--- config.mk ---
export PLATFORM = sky130hd
export DESIGN_NAME = f2i_seq_flat
export DESIGN_NICKNAME = d
export VERILOG_FILES = /design/src/rtl/f2i_seq_if.sv /design/src/rtl/f2i_seq.sv /design/src/flat_wrapper.sv
export SDC_FILE = /design/constraint.sdc
export NUM_CORES = 1
export LEC_CHECK = 0
export ABC_AREA = 1
export ABC_CLOCK_PERIOD_IN_PS = 5900
export BUFFER_PORTS_ARGS = -buffer_cell sky130_fd_sc_hd__buf_2
export CORE_ASPECT_RATIO = 1.75
export CORE_MARGIN = 2
export CORE_UTILIZATION = 49
export CTS_CLUSTER_SIZE = 16
export DETAILED_ROUTE_END_ITERATION = 6
export HOLD_SLACK_MARGIN = 0.1
export PLACE_DENSITY = 0.68
export SYNTH_ARGS = -nofsm -noshare
export SYNTH_HDL_FRONTEND = slang
export SYNTH_SLANG_ARGS = --single-unit
--- constraint.sdc ---
create_clock -name clk -period 5.9 [get_ports clk]
set_input_delay 0.885 -clock clk [delete_from_list [all_inputs] [get_ports clk]]
set_output_delay 0.885 -clock clk [all_outputs]
set_load 0.01 [all_outputs]
--- src/rtl/f2i_seq_if.sv ---
// f2i_seq_if: handshake bundle for the sequential float-to-int converter.
//   Input side : in_valid, in_ready, a (float operand), p_in (upstream precision-lost)
//   Output side: out_valid, out_ready, d (int32 result), p_lost, invalid
//   modport slave  : the converter
//   modport master : the producer/consumer driving and receiving it
interface f2i_seq_if;
  logic        in_valid;
  logic        in_ready;
  logic [31:0] a;
  logic        p_in;
  logic        out_valid;
  logic        out_ready;
  logic [31:0] d;
  logic        p_lost;
  logic        invalid;

  modport slave (
    input  in_valid, a, p_in, out_ready,
    output in_ready, out_valid, d, p_lost, invalid
  );

  modport master (
    output in_valid, a, p_in, out_ready,
    input  in_ready, out_valid, d, p_lost, invalid
  );
endinterface

--- src/rtl/f2i_seq.sv ---
// f2i_seq: multi-cycle IEEE-754 single -> signed int32 converter using a
// one-bit-per-cycle shifter instead of a barrel shifter.
// Ports:
//   clk  - clock, rising edge
//   clrn - asynchronous active-low reset
//   bus  - f2i_seq_if.slave: in_valid/in_ready/a/p_in accept side,
//          out_valid/out_ready/d/p_lost/invalid result side
// Optional feature macro: F2I_ROUND_NEAREST_EN (round to nearest-even on
// right shifts, adds a ROUND state). Undefined: truncation toward zero.
module f2i_seq (
  input logic      clk,
  input logic      clrn,
  f2i_seq_if.slave bus
);

`ifdef F2I_ROUND_NEAREST_EN
  typedef enum logic [1:0] {StIdle, StShift, StRound, StResult} state_e;
`else
  typedef enum logic [1:0] {StIdle, StShift, StResult} state_e;
`endif

  state_e      r_state, w_state_nxt;
  logic [31:0] r_w, w_w_nxt;
  logic [4:0]  r_cnt, w_cnt_nxt;
  logic        r_dir, w_dir_nxt;        // 1: left, 0: right
  logic        r_sign, w_sign_nxt;
  logic        r_sticky, w_sticky_nxt;  // every discarded bit plus p_in
  logic [31:0] r_d, w_d_nxt;
  logic        r_p_lost, w_p_lost_nxt;
  logic        r_invalid, w_invalid_nxt;
`ifdef F2I_ROUND_NEAREST_EN
  logic        r_guard, w_guard_nxt;    // last bit shifted out
  logic        r_rstk, w_rstk_nxt;      // bits below guard, for the tie test
  logic [31:0] w_rnd;
`endif

  logic [7:0]  w_exp;
  logic [23:0] w_sig;
  logic [31:0] w_shift;

  function automatic logic [31:0] apply_sign(input logic s, input logic [31:0] v);
    return s ? (~v + 32'd1) : v;
  endfunction

  assign w_exp   = bus.a[30:23];
  assign w_sig   = {(w_exp != 8'd0), bus.a[22:0]};
  assign w_shift = r_dir ? {r_w[30:0], 1'b0} : {1'b0, r_w[31:1]};
`ifdef F2I_ROUND_NEAREST_EN
  assign w_rnd   = r_w + {31'd0, r_guard & (r_rstk | r_w[0])};
`endif

  always_comb begin
    w_state_nxt   = r_state;
    w_w_nxt       = r_w;
    w_cnt_nxt     = r_cnt;
    w_dir_nxt     = r_dir;
    w_sign_nxt    = r_sign;
    w_sticky_nxt  = r_sticky;
    w_d_nxt       = r_d;
    w_p_lost_nxt  = r_p_lost;
    w_invalid_nxt = r_invalid;
`ifdef F2I_ROUND_NEAREST_EN
    w_guard_nxt   = r_guard;
    w_rstk_nxt    = r_rstk;
`endif
    unique case (r_state)
      StIdle: begin
        if (bus.in_valid) begin
          w_sign_nxt   = bus.a[31];
          w_sticky_nxt = bus.p_in;
`ifdef F2I_ROUND_NEAREST_EN
          w_guard_nxt  = 1'b0;
          w_rstk_nxt   = 1'b0;
`endif
          if (w_exp == 8'hFF || (w_exp >= 8'd158 && bus.a != 32'hCF00_0000)) begin
            // NaN, Inf or magnitude >= 2^31 (except exactly -2^31)
            w_state_nxt   = StResult;
            w_d_nxt       = 32'h8000_0000;
            w_invalid_nxt = 1'b1;
            w_p_lost_nxt  = 1'b0;
          end else if (bus.a == 32'hCF00_0000) begin
            w_state_nxt   = StResult;
            w_d_nxt       = 32'h8000_0000;
            w_invalid_nxt = 1'b0;
            w_p_lost_nxt  = bus.p_in;
          end else if (w_exp < 8'd127) begin
            // |a| < 1: zero, denormals and pure fractions
            w_state_nxt   = StResult;
            w_d_nxt       = 32'd0;
            w_invalid_nxt = 1'b0;
            w_p_lost_nxt  = (bus.a[30:0] != 31'd0) | bus.p_in;
          end else begin
            w_w_nxt       = {8'd0, w_sig};
            w_invalid_nxt = 1'b0;
            // 150 = 127 + 23; modulo-32 arithmetic is exact for 0..23
            if (w_exp >= 8'd150) begin
              w_dir_nxt = 1'b1;
              w_cnt_nxt = w_exp[4:0] - 5'd22;
            end else begin
              w_dir_nxt = 1'b0;
              w_cnt_nxt = 5'd22 - w_exp[4:0];
            end
            if (w_exp == 8'd150) begin
              w_state_nxt  = StResult;
              w_d_nxt      = apply_sign(bus.a[31], {8'd0, w_sig});
              w_p_lost_nxt = bus.p_in;
            end else begin
              w_state_nxt = StShift;
            end
          end
        end
      end
      StShift: begin
        w_w_nxt      = w_shift;
        w_cnt_nxt    = r_cnt - 5'd1;
        w_sticky_nxt = r_sticky | (~r_dir & r_w[0]);
`ifdef F2I_ROUND_NEAREST_EN
        if (!r_dir) begin
          w_guard_nxt = r_w[0];
          w_rstk_nxt  = r_rstk | r_guard;
        end
`endif
        if (r_cnt == 5'd1) begin
`ifdef F2I_ROUND_NEAREST_EN
          if (!r_dir) begin
            w_state_nxt = StRound;
          end else begin
            w_state_nxt  = StResult;
            w_d_nxt      = apply_sign(r_sign, w_shift);
            w_p_lost_nxt = w_sticky_nxt;
          end
`else
          w_state_nxt  = StResult;
          w_d_nxt      = apply_sign(r_sign, w_shift);
          w_p_lost_nxt = w_sticky_nxt;
`endif
        end
      end
`ifdef F2I_ROUND_NEAREST_EN
      StRound: begin
        w_state_nxt  = StResult;
        w_p_lost_nxt = r_sticky;
        if (!r_sign && w_rnd[31]) begin
          w_d_nxt       = 32'h8000_0000;
          w_invalid_nxt = 1'b1;
        end else begin
          w_d_nxt = apply_sign(r_sign, w_rnd);
        end
      end
`endif
      StResult: begin
        if (bus.out_ready) w_state_nxt = StIdle;
      end
      default: w_state_nxt = StIdle;
    endcase
  end

  always_ff @(posedge clk or negedge clrn) begin
    if (!clrn) begin
      r_state   <= StIdle;
      r_w       <= 32'd0;
      r_cnt     <= 5'd0;
      r_dir     <= 1'b0;
      r_sign    <= 1'b0;
      r_sticky  <= 1'b0;
      r_d       <= 32'd0;
      r_p_lost  <= 1'b0;
      r_invalid <= 1'b0;
`ifdef F2I_ROUND_NEAREST_EN
      r_guard   <= 1'b0;
      r_rstk    <= 1'b0;
`endif
    end else begin
      r_state   <= w_state_nxt;
      r_w       <= w_w_nxt;
      r_cnt     <= w_cnt_nxt;
      r_dir     <= w_dir_nxt;
      r_sign    <= w_sign_nxt;
      r_sticky  <= w_sticky_nxt;
      r_d       <= w_d_nxt;
      r_p_lost  <= w_p_lost_nxt;
      r_invalid <= w_invalid_nxt;
`ifdef F2I_ROUND_NEAREST_EN
      r_guard   <= w_guard_nxt;
      r_rstk    <= w_rstk_nxt;
`endif
    end
  end

  assign bus.in_ready  = (r_state == StIdle);
  assign bus.out_valid = (r_state == StResult);
  assign bus.d         = r_d;
  assign bus.p_lost    = r_p_lost;
  assign bus.invalid   = r_invalid;

endmodule

--- src/flat_wrapper.sv ---
// flat-port wrapper written by rule: the top's interface ports become plain ports
module f2i_seq_flat 
  (clk, clrn, bus_in_valid, bus_a, bus_p_in, bus_out_ready, bus_in_ready, bus_out_valid, bus_d, bus_p_lost, bus_invalid);
  f2i_seq_if bus_i ();
  input logic clk;
  input logic clrn;
  input wire logic [$bits(bus_i.in_valid)-1:0] bus_in_valid;
  input wire logic [$bits(bus_i.a)-1:0] bus_a;
  input wire logic [$bits(bus_i.p_in)-1:0] bus_p_in;
  input wire logic [$bits(bus_i.out_ready)-1:0] bus_out_ready;
  output wire logic [$bits(bus_i.in_ready)-1:0] bus_in_ready;
  output wire logic [$bits(bus_i.out_valid)-1:0] bus_out_valid;
  output wire logic [$bits(bus_i.d)-1:0] bus_d;
  output wire logic [$bits(bus_i.p_lost)-1:0] bus_p_lost;
  output wire logic [$bits(bus_i.invalid)-1:0] bus_invalid;
  assign bus_i.in_valid = bus_in_valid;
  assign bus_i.a = bus_a;
  assign bus_i.p_in = bus_p_in;
  assign bus_i.out_ready = bus_out_ready;
  assign bus_in_ready = bus_i.in_ready;
  assign bus_out_valid = bus_i.out_valid;
  assign bus_d = bus_i.d;
  assign bus_p_lost = bus_i.p_lost;
  assign bus_invalid = bus_i.invalid;
  f2i_seq u_core (.clk(clk), .clrn(clrn), .bus(bus_i));
endmodule
==> results by group, run 1 <==
Clock network
  • TritonCTS buffer count: 9
  • Clk slew on worst S/H paths: 0.07 ns
  • TritonCTS clock tree: built
  • Root Buffer: clkbuf_16
  • Setup Buffers After CTS: 0
  • CTS resizes: 0
  • Clk_lat worst skew: 0.35 ns
  • Sink Count: 76
  • CTS HTree Levels: 3
  • Clock Path Buffers: 2
  • Post-cts hold buffer count: 0

GRT
  • Overflow after GRT: 0
  • First-pass GRT wire length: 32.9 mm
  • Total GRT Usage: 30.7%
  • Vias in the first global route: 6491
  • Pin count of the biggest net entering global routing: 77
  • Antenna violations before repair: 1

Logic synthesis
  • Library cells used by synthesis: 38
  • Yosys warns: 0
  • Synth Register Bits: 76
  • Synth top area share: 30.0%
  • Async S/R FF share, synth: 100%
  • Gate Count Post-Synth: 1040
  • Leading area contributor after synthesis: dfrtp_1
  • Cell Area, Synth: 6330 sq um
  • Syn nets: 1088
  • Cell with the most instances after synthesis: nand2_1
  • Synth cell count leaders: nand2_1 (418), nor2_1 (110), inv_1 (95)
  • Avg Inst Size Synth: 6.09 sq um
  • Post-synth EDFFs: 0
  • Top_reg_cell synth: dfrtp_1
  • Sequential share of the synthesized area: 30.0%
  • Top cells by area, synth: dfrtp_1 (30%), nand2_1 (25%), nor2_1 (6.5%)

Critical path
  • Crit path kind: reg -> reg
  • Crit path DAT: 3.63 ns
  • Nature of the critical path startpoint: register
  • Critical path capture point type: register
  • Worst endpoint required time: 6.12 ns
  • FF-to-FF path depth: 9
  • CP max FO: 66

Route
  • Via count: 6745
  • Router iterations before antenna repair: 7
  • Total Wirelength: 20.9 mm
  • Routed wire per std cell: 16.6 um
  • Post-route DRC: 0
  • Vias per inst: 5.34
  • 1st-iter DRT viols: 419
  • Antenna viol nets, final: 0

Power and ir drop
  • Power, Total: 3.76 mW
  • Register share of total power: 23.4%
  • Leakage: 3.72 nW
  • P_int: 1.75 mW
  • Psw: 2.01 mW
  • Clock power share: 15.7%
  • Comb pwr share: 60.9%
  • Maximum VDD drop: 0.000302 V
  • PwrDens: 536 nW/um^2
  • Net switching fraction of the power: 53.5%

Placement
  • Pre-CTS WS: 2.26 ns
  • Dpl hpwl: 16.0 mm
  • Port-buffer cells: 72
  • GPL Wtd Cong: 0.981

STA
  • Slew headroom: 28.5%
  • Final hold violation count: 0
  • Total negative setup slack: 0 ns
  • Final Cycle Share: 57.8%
  • Fmax: 293 MHz
  • Final-report setup violation count: 0
  • Minimum clock period: 3.41 ns
  • RSZ-0062 raised after global routing: false
  • Tightest Pin Transition: 1.07 ns
  • Final WS setup: 2.49 ns
  • Worst Skew: 0.0106 ns
  • Final Max Tran Viols: 0

Floorplan
  • Initial Util: 49.5%
  • DIE WIDTH: 89.9 um
  • Cell Rows: 55
  • Die Area: 13900 sq um
  • I/O Pins: 73
  • Core ar.: 12800 sq um
  • Die H: 154 um

Run status
  • Outcome: complete, no violations

Cells and area
  • FILL cells: 1410
  • Area of the multi-input gates: 3800 sq um
  • Area delta synth->final: 10.8%
  • Register area: 1900 sq um
  • Antenna cells: 0
  • Share of cells above drive strength 1: 13.0%
  • Nets@finish: 1135

Flow run
  • Max cap viols: 0

Min path
  • Hold path cells: 2
  • Worst min path class: reg -> reg
[kinds of logic (layout without fill, tap and decap cells)]
kind of cell,Yosys count,after routing,share of synthesized area (%)
buffers and inverters,146,198,10.0
adders and majority gates,11,11,2.17
and+or+nand+nor,641,641,41.3
xor gates and xnor gates,23,23,3.18
AOI/OAI and AO/OA,143,143,13.3
DFF,76,76,30.0
[area by class of cell]
type,instances,share of cell area (%)
tap,171,3.05
clock inverter,7,1.18
clock buffer,9,3.21
sequential,76,27.1
timing repair buffer,76,5.60
multi-input combinational,818,54.2
inverter,106,5.67
[per-stage QoR]
| stage | utilization [%] | hold slack, ns | instance area, sq um | cells |
|---|---|---|---|---|
| after floorplan | - | 0.453 | 6330 | 1040 |
| after global placement | 52.4 | 0.463 | 6710 | 1247 |
| after detailed placement | 52.4 | 0.463 | 6710 | 1247 |
| after CTS | 54.8 | 0.478 | 7020 | 1263 |
| after global routing | 54.8 | 0.488 | 7020 | 1263 |
| final | 54.8 | 0.475 | 7020 | 1263 |
[state kept, by name (all words and copies together) (netlist names)]
| signal | cells |
|---|---|
| u_core.bus.invalid | 1 |
| u_core.r_cnt | 5 |
| u_core.r_dir | 1 |
| u_core.r_w | 32 |
| u_core.bus.p_lost | 1 |
| u_core.r_sign | 1 |
| u_core.r_state | 2 |
| u_core.r_sticky | 1 |
| u_core.bus.d | 32 |
[power by group through the flow]
stage / clock network, mW / logic (mW) / registers (mW)
floorplan: 0 / 1.70 / 0.901
global placement: 0 / 2.25 / 0.889
detailed placement: 0 / 2.28 / 0.888
CTS: 0.594 / 2.29 / 0.881
global route: 0.615 / 2.58 / 0.907
finish: 0.590 / 2.29 / 0.881
[per-layer routing]
| metal | global-route usage [%] | vias to the layer above | part of all wire (%) |
|---|---|---|---|
| met5 | 0 | - | 0.096 |
| li1 | - | 3381 | - |
| met3 | 4.14 | 82 | 3.1 |
| met4 | 21.4 | 2 | 7.5 |
| met2 | 58.6 | 184 | 54 |
| met1 | 30.2 | 3096 | 35 |
[critical path, cell delays in order, from the launching register on]
cell and delay [ns]:
dfrtp_1 0.45, nor2_4 0.12, buf_4 0.52, inv_1 0.12, a31oi_1 0.42, a21oi_1 0.08, nand2_1 0.73, inv_2 0.49
nor2_1 0.22, a21oi_1 0.06
[cell usage in the layout, fill, tap and decap left out, types with 2 or more instances in the layout]
| master | n |
|---|---|
| a21oi_1 | 18 |
| a31oi_1 | 2 |
| buf_2 | 71 |
| buf_4 | 5 |
| clkbuf_16 | 9 |
| clkinvlp_4 | 2 |
| dfrtp_1 | 75 |
| ha_1 | 11 |
| inv_1 | 95 |
| inv_2 | 11 |
| inv_6 | 2 |
| nand2_1 | 418 |
| nand2_2 | 6 |
| nand3_1 | 78 |
| nand4_1 | 12 |
| nor2_1 | 109 |
| nor2_2 | 5 |
| nor3_1 | 5 |
| nor3_2 | 2 |
| o211ai_1 | 3 |
| o21ai_0 | 65 |
| o21ai_1 | 30 |
| o21ai_2 | 11 |
| o22ai_1 | 3 |
| o22ai_2 | 6 |
| xnor2_1 | 3 |
| xor2_1 | 20 |
[worst paths after layout]
kind                                    from  slack, ns               end
max in group asynchronous               clrn       4.53      u_core.r_dir
min in group asynchronous               clrn       0.69    u_core.r_w[18]
max                        u_core.r_state[1]       2.49  u_core.bus.d[24]
max reg2reg                u_core.r_state[1]       2.49  u_core.bus.d[24]
min                         u_core.bus.d[21]       0.47  u_core.bus.d[21]
min reg2reg                 u_core.bus.d[21]       0.47  u_core.bus.d[21]
Power figures use the tool's default switching activity.
==> run 2: changes to the inputs <==
--- a/config.mk
+++ b/config.mk
@@ -6,7 +6,7 @@
 export NUM_CORES = 1
 export LEC_CHECK = 0
 export ABC_AREA = 1
-export ABC_CLOCK_PERIOD_IN_PS = 5900
+export ABC_CLOCK_PERIOD_IN_PS = 3000
 export BUFFER_PORTS_ARGS = -buffer_cell sky130_fd_sc_hd__buf_2
 export CORE_ASPECT_RATIO = 1.75
 export CORE_MARGIN = 2
@@ -14,7 +14,7 @@
 export CTS_CLUSTER_SIZE = 16
 export DETAILED_ROUTE_END_ITERATION = 6
 export HOLD_SLACK_MARGIN = 0.1
-export PLACE_DENSITY = 0.68
+export PLACE_DENSITY = 0.7
 export SYNTH_ARGS = -nofsm -noshare
 export SYNTH_HDL_FRONTEND = slang
 export SYNTH_SLANG_ARGS = --single-unit
==> constraint.sdc (replaced) <==
create_clock -name clk -period 3 [get_ports clk]
set_input_delay 0.45 -clock clk [delete_from_list [all_inputs] [get_ports clk]]
set_output_delay 0.45 -clock clk [all_outputs]
set_load 0.01 [all_outputs]
==> run 2 against run 1 <==
Net effect: count of clock-buffer cells in the layout increased by 1; via count increased by 1.1%; die area unchanged; critical path depth increased by 5; routed wire length decreased by 1.9%; critical endpoint is now u_core.bus.d[21]; setup slack got worse by 1.9 ns; largest power group unchanged; power increased by 95%.
==> results by group, run 2 (synthesized netlist as in run 1, its figures left out) <==
Clock network
  • Clk slew on worst S/H paths: 0.06 ns (about the same)
  • Setup Buffers After CTS: 0 (unchanged)
  • Clock Path Buffers: 2 (unchanged)
  • Root Buffer: clkbuf_16
  • CTS resizes: 0 (unchanged)
  • Clk_lat worst skew: 0.34 ns (about the same)
  • TritonCTS buffer count: 9 (unchanged)
  • TritonCTS clock tree: built
  • Post-cts hold buffer count: 0 (unchanged)
  • Sink Count: 76 (unchanged)
  • CTS HTree Levels: 3 (unchanged)

Cells and area
  • Share of cells above drive strength 1: 13.5% (+0.46 points)
  • Area delta synth->final: 11.3%
  • Most common cell after layout, fill and taps aside: nand2_1
  • Nets@finish: 1142 (+0.62%)
  • Most frequent cells in the layout: nand2_1 (418), nor2_1 (109), inv_1 (95)
  • Antenna cells: 0 (unchanged)
  • Final Util: 55.0% (+0.22 points)
  • Post-Layout Cell Count: 1270 (+0.55%)

GRT
  • Antenna violations before repair: 0 (-1)
  • Overflow after GRT: 0 (unchanged)
  • Vias in the first global route: 6723 (+3.6%)
  • Total GRT Usage: 29.9% (-0.77 points)
  • Pin count of the biggest net entering global routing: 77 (unchanged)
  • First-pass GRT wire length: 32.5 mm (-1.2%)

Route
  • Antenna viol nets, final: 0 (unchanged)
  • Router iterations before antenna repair: 5 (-2)
  • Vias per inst: 5.37 (+0.51%)
  • Via count: 6817 (+1.1%)
  • 1st-iter DRT viols: 500 (+19%)
  • Post-route DRC: 0 (unchanged)
  • Total Wirelength: 20.5 mm (-1.9%)
  • Routed wire per std cell: 16.2 um (-2.5%)

Placement
  • GPL Wtd Cong: 0.959 (-2.2%)
  • Placed Instances: 1254 (+0.56%)
  • Dpl hpwl: 16.0 mm (about the same)
  • Port-buffer cells: 72 (unchanged)

Floorplan
  • Initial Util: 49.5% (unchanged)
  • DIE WIDTH: 89.9 um (unchanged)
  • Die H: 154 um (unchanged)
  • I/O Pins: 73 (unchanged)
  • Die Area: 13900 sq um (unchanged)
  • Core ar.: 12800 sq um (unchanged)
  • Cell Rows: 55 (unchanged)

Power and ir drop
  • Leakage: 3.74 nW (+0.46%)
  • PwrDens: 1040 nW/um^2 (+94%)
  • Maximum VDD drop: 0.000801 V (+170%)

STA
  • Total negative setup slack: 0 ns (unchanged)
  • Final Max Tran Viols: 0 (unchanged)
  • Final Cycle Share: 80.1% (+22 points)
  • Slew headroom: 32.0% (+3.6 points)
  • RSZ-0062 raised after global routing: false
  • Tightest Pin Transition: 1.02 ns (-0.0533 ns)
  • Final hold violation count: 0 (unchanged)
  • Minimum clock period: 2.40 ns (-1.00 ns)
  • Worst Skew: 0.00559 ns (-0.00506 ns)
  • Final-report setup violation count: 0 (unchanged)
  • Fmax: 416 MHz (+42%)

Critical path
  • CP max stage cell: dfrtp_2
  • Critical path capture point type: register
  • Crit path DAT: 2.69 ns (-0.94 ns)
  • Cells along the critical path: buf_4, buf_4, nand2_1, o21ai_1, nand2_1, nor2_1, nand2_1, nand2_1, nand2_1, nand2_1, nand3_1, nand2_1, nand2_1, nand2_1
  • Crit path kind: reg -> reg
  • CP peak stage delay: 0.44 ns (-0.29 ns)
  • Crit-path leading delay family: simple AND/OR/NAND/NOR gates
  • CP Buf/Inv Count: 2 (-1)
  • Worst endpoint required time: 3.28 ns (-2.84 ns)
  • Most used cell, CP: nand2_1
  • Nature of the critical path startpoint: register
  • CP max FO: 31 (-53%)

Min path
  • Worst min path class: in -> async

Flow run
  • Max cap viols: 0 (unchanged)

Run status
  • Outcome: complete, no violations
run 2: changes by cell type in the layout (fill, tap and decap cells not counted), sizes merged:
cell and delta:
clkinv +2, clkinvlp +1, bufinv -1, clkbuf +1, inv -3, buf +7
run 2: path summary, 6_finish.rpt:
check	cells after the start	endpoint	slack (ns)	startpoint
min	1	u_core.r_w[26]	0.28	clrn
max reg2reg	14	u_core.bus.d[21]	0.60	u_core.r_dir
max in group asynchronous	1	u_core.r_dir	2.02	clrn
min in group clk	3	u_core.r_sticky	0.37	bus_p_in
min reg2reg	2	u_core.bus.d[10]	0.48	u_core.bus.d[10]
max	14	u_core.bus.d[21]	0.60	u_core.r_dir
run 2: area by class of cell:
cell class	instances	area, sq um
fillers	1391	5750
multi-input cells	818	3800
flip-flops and latches	76	1900
repair buffers	83	458
inverters	106	398
clock buffers	10	229
well taps	171	214
clock inverters	6	41.3
run 2: worst reg2reg max path: cells and delay by family (launching register included):
family,cells,cell delay (ns)
AO/OA/AOI/OAI,1,0.20
buffers and inverters,2,0.70
flip-flops,1,0.44
AND/OR/NAND/NOR,11,1.00
run 2: stage by stage:
step | hold slack, ns | area [sq um] | setup WS, ns | power (mW)
2_1_floorplan | 0.154 | 6330 | 0.972 | 5.12
3_5_place_dp | 0.460 | 6780 | 0.391 | 6.30
3_3_place_gp | 0.458 | 6780 | 0.481 | 6.22
4_1_cts | 0.324 | 7050 | 0.625 | 7.33
5_1_grt | 0.382 | 7050 | 0.330 | 8.01
6_report | 0.285 | 7050 | 0.596 | 7.35
run 2: per-layer routing:
layer | vias to the layer above | track usage [%] | part of all wire, %
met5 | - | 0 | 0
met4 | 0 | 23.2 | 8.5
met3 | 101 | 4.38 | 4.0
met2 | 242 | 56.9 | 52
met1 | 3085 | 28.4 | 35
li1 | 3389 | - | -
run 2: power breakdown:
part / internal [mW] / switching, mW
Sequential: 1.46 / 0.302
Combinational: 1.39 / 3.18
Clock: 0.559 / 0.458
Total: 3.41 / 3.94
==> run 3: changes to the inputs <==
--- a/config.mk
+++ b/config.mk
@@ -6,7 +6,7 @@
 export NUM_CORES = 1
 export LEC_CHECK = 0
 export ABC_AREA = 1
-export ABC_CLOCK_PERIOD_IN_PS = 3000
+export ABC_CLOCK_PERIOD_IN_PS = 2200
 export BUFFER_PORTS_ARGS = -buffer_cell sky130_fd_sc_hd__buf_2
 export CORE_ASPECT_RATIO = 1.75
 export CORE_MARGIN = 2
==> constraint.sdc (replaced) <==
create_clock -name clk -period 2.2 [get_ports clk]
set_input_delay 0.33 -clock clk [delete_from_list [all_inputs] [get_ports clk]]
set_output_delay 0.33 -clock clk [all_outputs]
set_load 0.01 [all_outputs]
==> run 3 against run 2 <==
Net effect: die area did not move; final cell count is 3.7% higher; critical path depth down 2; final area up 10%; setup slack got worse by 0.49 ns; global-route usage increased by 2.1 points; first-iteration DRC count shrank 8.6%; combinational power increased by 70%.
==> results by group, run 3 (synthesized netlist as in run 1, its figures left out) <==
STA
  • Final Max Tran Viols: 0 (unchanged)
  • Worst Skew: 0.0124 ns (+0.00677 ns)
  • RSZ-0062 raised after global routing: true
  • Final hold violation count: 0 (unchanged)
  • Final Cycle Share: 95.0% (+15 points)
  • Fmax: 478 MHz (+15%)
  • Slew headroom: 47.0% (+15 points)
  • Total negative setup slack: 0 ns (unchanged)
  • WHS: 0.0652 ns (-0.219 ns)
  • Minimum clock period: 2.09 ns (-0.314 ns)
  • Tightest Pin Transition: 0.796 ns (-0.224 ns)
  • Final-report setup violation count: 0 (unchanged)

Critical path
  • Nature of the critical path startpoint: register
  • Crit path DAT: 2.37 ns (-0.32 ns)
  • CP peak stage delay: 0.49 ns (+0.05 ns)
  • Cells along the critical path: buf_12, clkbuf_16, o21ai_4, nand2_1, buf_4, nor2_2, nand2_1, nand2_1, nand3_1, nand2_1, nand3_1, a21oi_1
  • Most used cell, CP: nand2_1
  • Worst endpoint required time: 2.48 ns (-0.80 ns)
  • Critical path capture point type: register
  • Crit-path leading delay family: simple AND/OR/NAND/NOR gates
  • CP Buf/Inv Count: 3 (+1)
  • Crit path kind: reg -> reg
  • R2R Setup Slk: 0.11 ns (-0.49 ns)
  • CP max FO: 16 (-48%)
  • CP max stage cell: dfrtp_2

Cells and area
  • Most frequent cells in the layout: nand2_1 (401), nor2_1 (98), inv_1 (92)
  • Post-Layout Cell Count: 1317 (+3.7%)
  • Nets@finish: 1188 (+4.0%)
  • FILL cells: 1304 (-6.3%)
  • Post-route design area: 7780 sq um (+10%)
  • Final Util: 60.8% (+5.7 points)
  • Most common cell after layout, fill and taps aside: nand2_1
  • Area delta synth->final: 22.8%
  • Share of cells above drive strength 1: 21.0% (+7.5 points)

Route
  • 1st-iter DRT viols: 457 (-8.6%)
  • Antenna viol nets, final: 0 (unchanged)
  • Post-route DRC: 0 (unchanged)
  • Vias per inst: 5.42 (+0.94%)
  • Router iterations before antenna repair: 5 (unchanged)
  • Via count: 7136 (+4.7%)
  • Total Wirelength: 22.4 mm (+9.3%)
  • Routed wire per std cell: 17.0 um (+5.4%)

Clock network
  • TritonCTS buffer count: 9 (unchanged)
  • Sink Count: 76 (unchanged)
  • TritonCTS clock tree: built
  • CTS HTree Levels: 3 (unchanged)
  • Clock Path Buffers: 2 (unchanged)
  • Post-cts hold buffer count: 0 (unchanged)
  • Clk slew on worst S/H paths: 0.06 ns (about the same)
  • Root Buffer: clkbuf_16
  • Clk_lat worst skew: 0.36 ns (+0.02 ns)

Power and ir drop
  • Leakage: 4.05 nW (+8.5%)
  • PwrDens: 1500 nW/um^2 (+44%)
  • Maximum VDD drop: 0.00135 V (+69%)

Floorplan
  • DIE WIDTH: 89.9 um (unchanged)
  • Die H: 154 um (unchanged)
  • Cell Rows: 55 (unchanged)
  • I/O Pins: 73 (unchanged)
  • Core ar.: 12800 sq um (unchanged)
  • Die Area: 13900 sq um (unchanged)
  • Initial Util: 49.5% (unchanged)

Placement
  • Port-buffer cells: 72 (unchanged)
  • Area after DPL: 7110 sq um (+5.0%)
  • Dpl hpwl: 17.0 mm (+6.2%)
  • GPL Wtd Cong: 0.963 (+0.42%)
  • Placed Instances: 1289 (+2.8%)

GRT
  • Vias in the first global route: 6904 (+2.7%)
  • Pin count of the biggest net entering global routing: 66 (-14%)
  • First-pass GRT wire length: 34.4 mm (+5.9%)
  • Antenna violations before repair: 0 (unchanged)
  • Overflow after GRT: 0 (unchanged)
  • Total GRT Usage: 32.0% (+2.1 points)

Min path
  • Worst min path class: in -> async

Flow run
  • Max cap viols: 0 (unchanged)

Run status
  • Outcome: complete, no violations
## run 3: cell types whose count changed in the layout (fill, tap and decap cells not counted), sizes merged
cell,before,now
clkinvlp,3,2
clkbuf,10,13
buf,83,126
bufinv,0,1
diode,0,1
## run 3: final timing paths
check,cells past startpoint,start,endpoint
setup reg to reg,12,u_core.r_dir,u_core.bus.d[28]
hold / removal,1,clrn,u_core.r_w[16]
min in group clk,3,bus_p_in,u_core.r_sticky
setup / recovery,12,u_core.r_dir,u_core.bus.d[28]
max in group asynchronous,2,clrn,u_core.bus.d[11]
hold reg to reg,2,u_core.bus.d[4],u_core.bus.d[4]
## run 3: per-stage QoR
step           power [mW]  worst slack, ns
6_report             11.7            0.110
5_1_grt              12.6          -0.0343
3_3_place_gp         9.20           0.0127
4_1_cts              10.8           0.0461
3_5_place_dp         9.27         -0.00104
2_1_floorplan        6.98            0.206
## run 3: layout make-up
class	count	area [sq um]	area share, %
inverters	106	400	5.15
multi-input cells	818	4010	51.6
well taps	171	214	2.75
clock inverters	6	63.8	0.821
diodes	1	2.50	0.0322
repair buffers	129	942	12.1
clock buffers	10	239	3.07
flip-flops and latches	76	1900	24.5
## run 3: power by group
| group | internal, mW | total, mW | switching, mW | leakage (nW) |
|---|---|---|---|---|
| registers | 1.99 | 2.41 | 0.421 | 0.961 |
| logic | 2.79 | 7.73 | 4.93 | 2.95 |
| clock network | 0.908 | 1.56 | 0.655 | 0.144 |
| total | 5.70 | 11.7 | 6.01 | 4.05 |
## run 3: worst reg2reg max path, stage by stage (launching register included)
cell	delay (ns)
dfrtp_2	0.49
buf_12	0.19
clkbuf_16	0.20
o21ai_4	0.20
nand2_1	0.09
buf_4	0.15
nor2_2	0.11
nand2_1	0.07
nand2_1	0.08
nand3_1	0.08
nand2_1	0.07
nand3_1	0.13
a21oi_1	0.17
## run 3: layer usage
layer	up-vias	track usage, %	part of all wire [%]
li1	3487	-	-
met1	3292	30.2	33
met2	252	60.8	53
met3	105	4.19	4.7
met4	0	26.2	8.9
met5	-	0	0
## run 3: timing repair
item / CTS / global route
endpoints found under the hold margin: 0 / 0
buffers inserted: 0 / 8
gates resized for setup: 0 / 66
setup endpoints to repair: 0 / 21
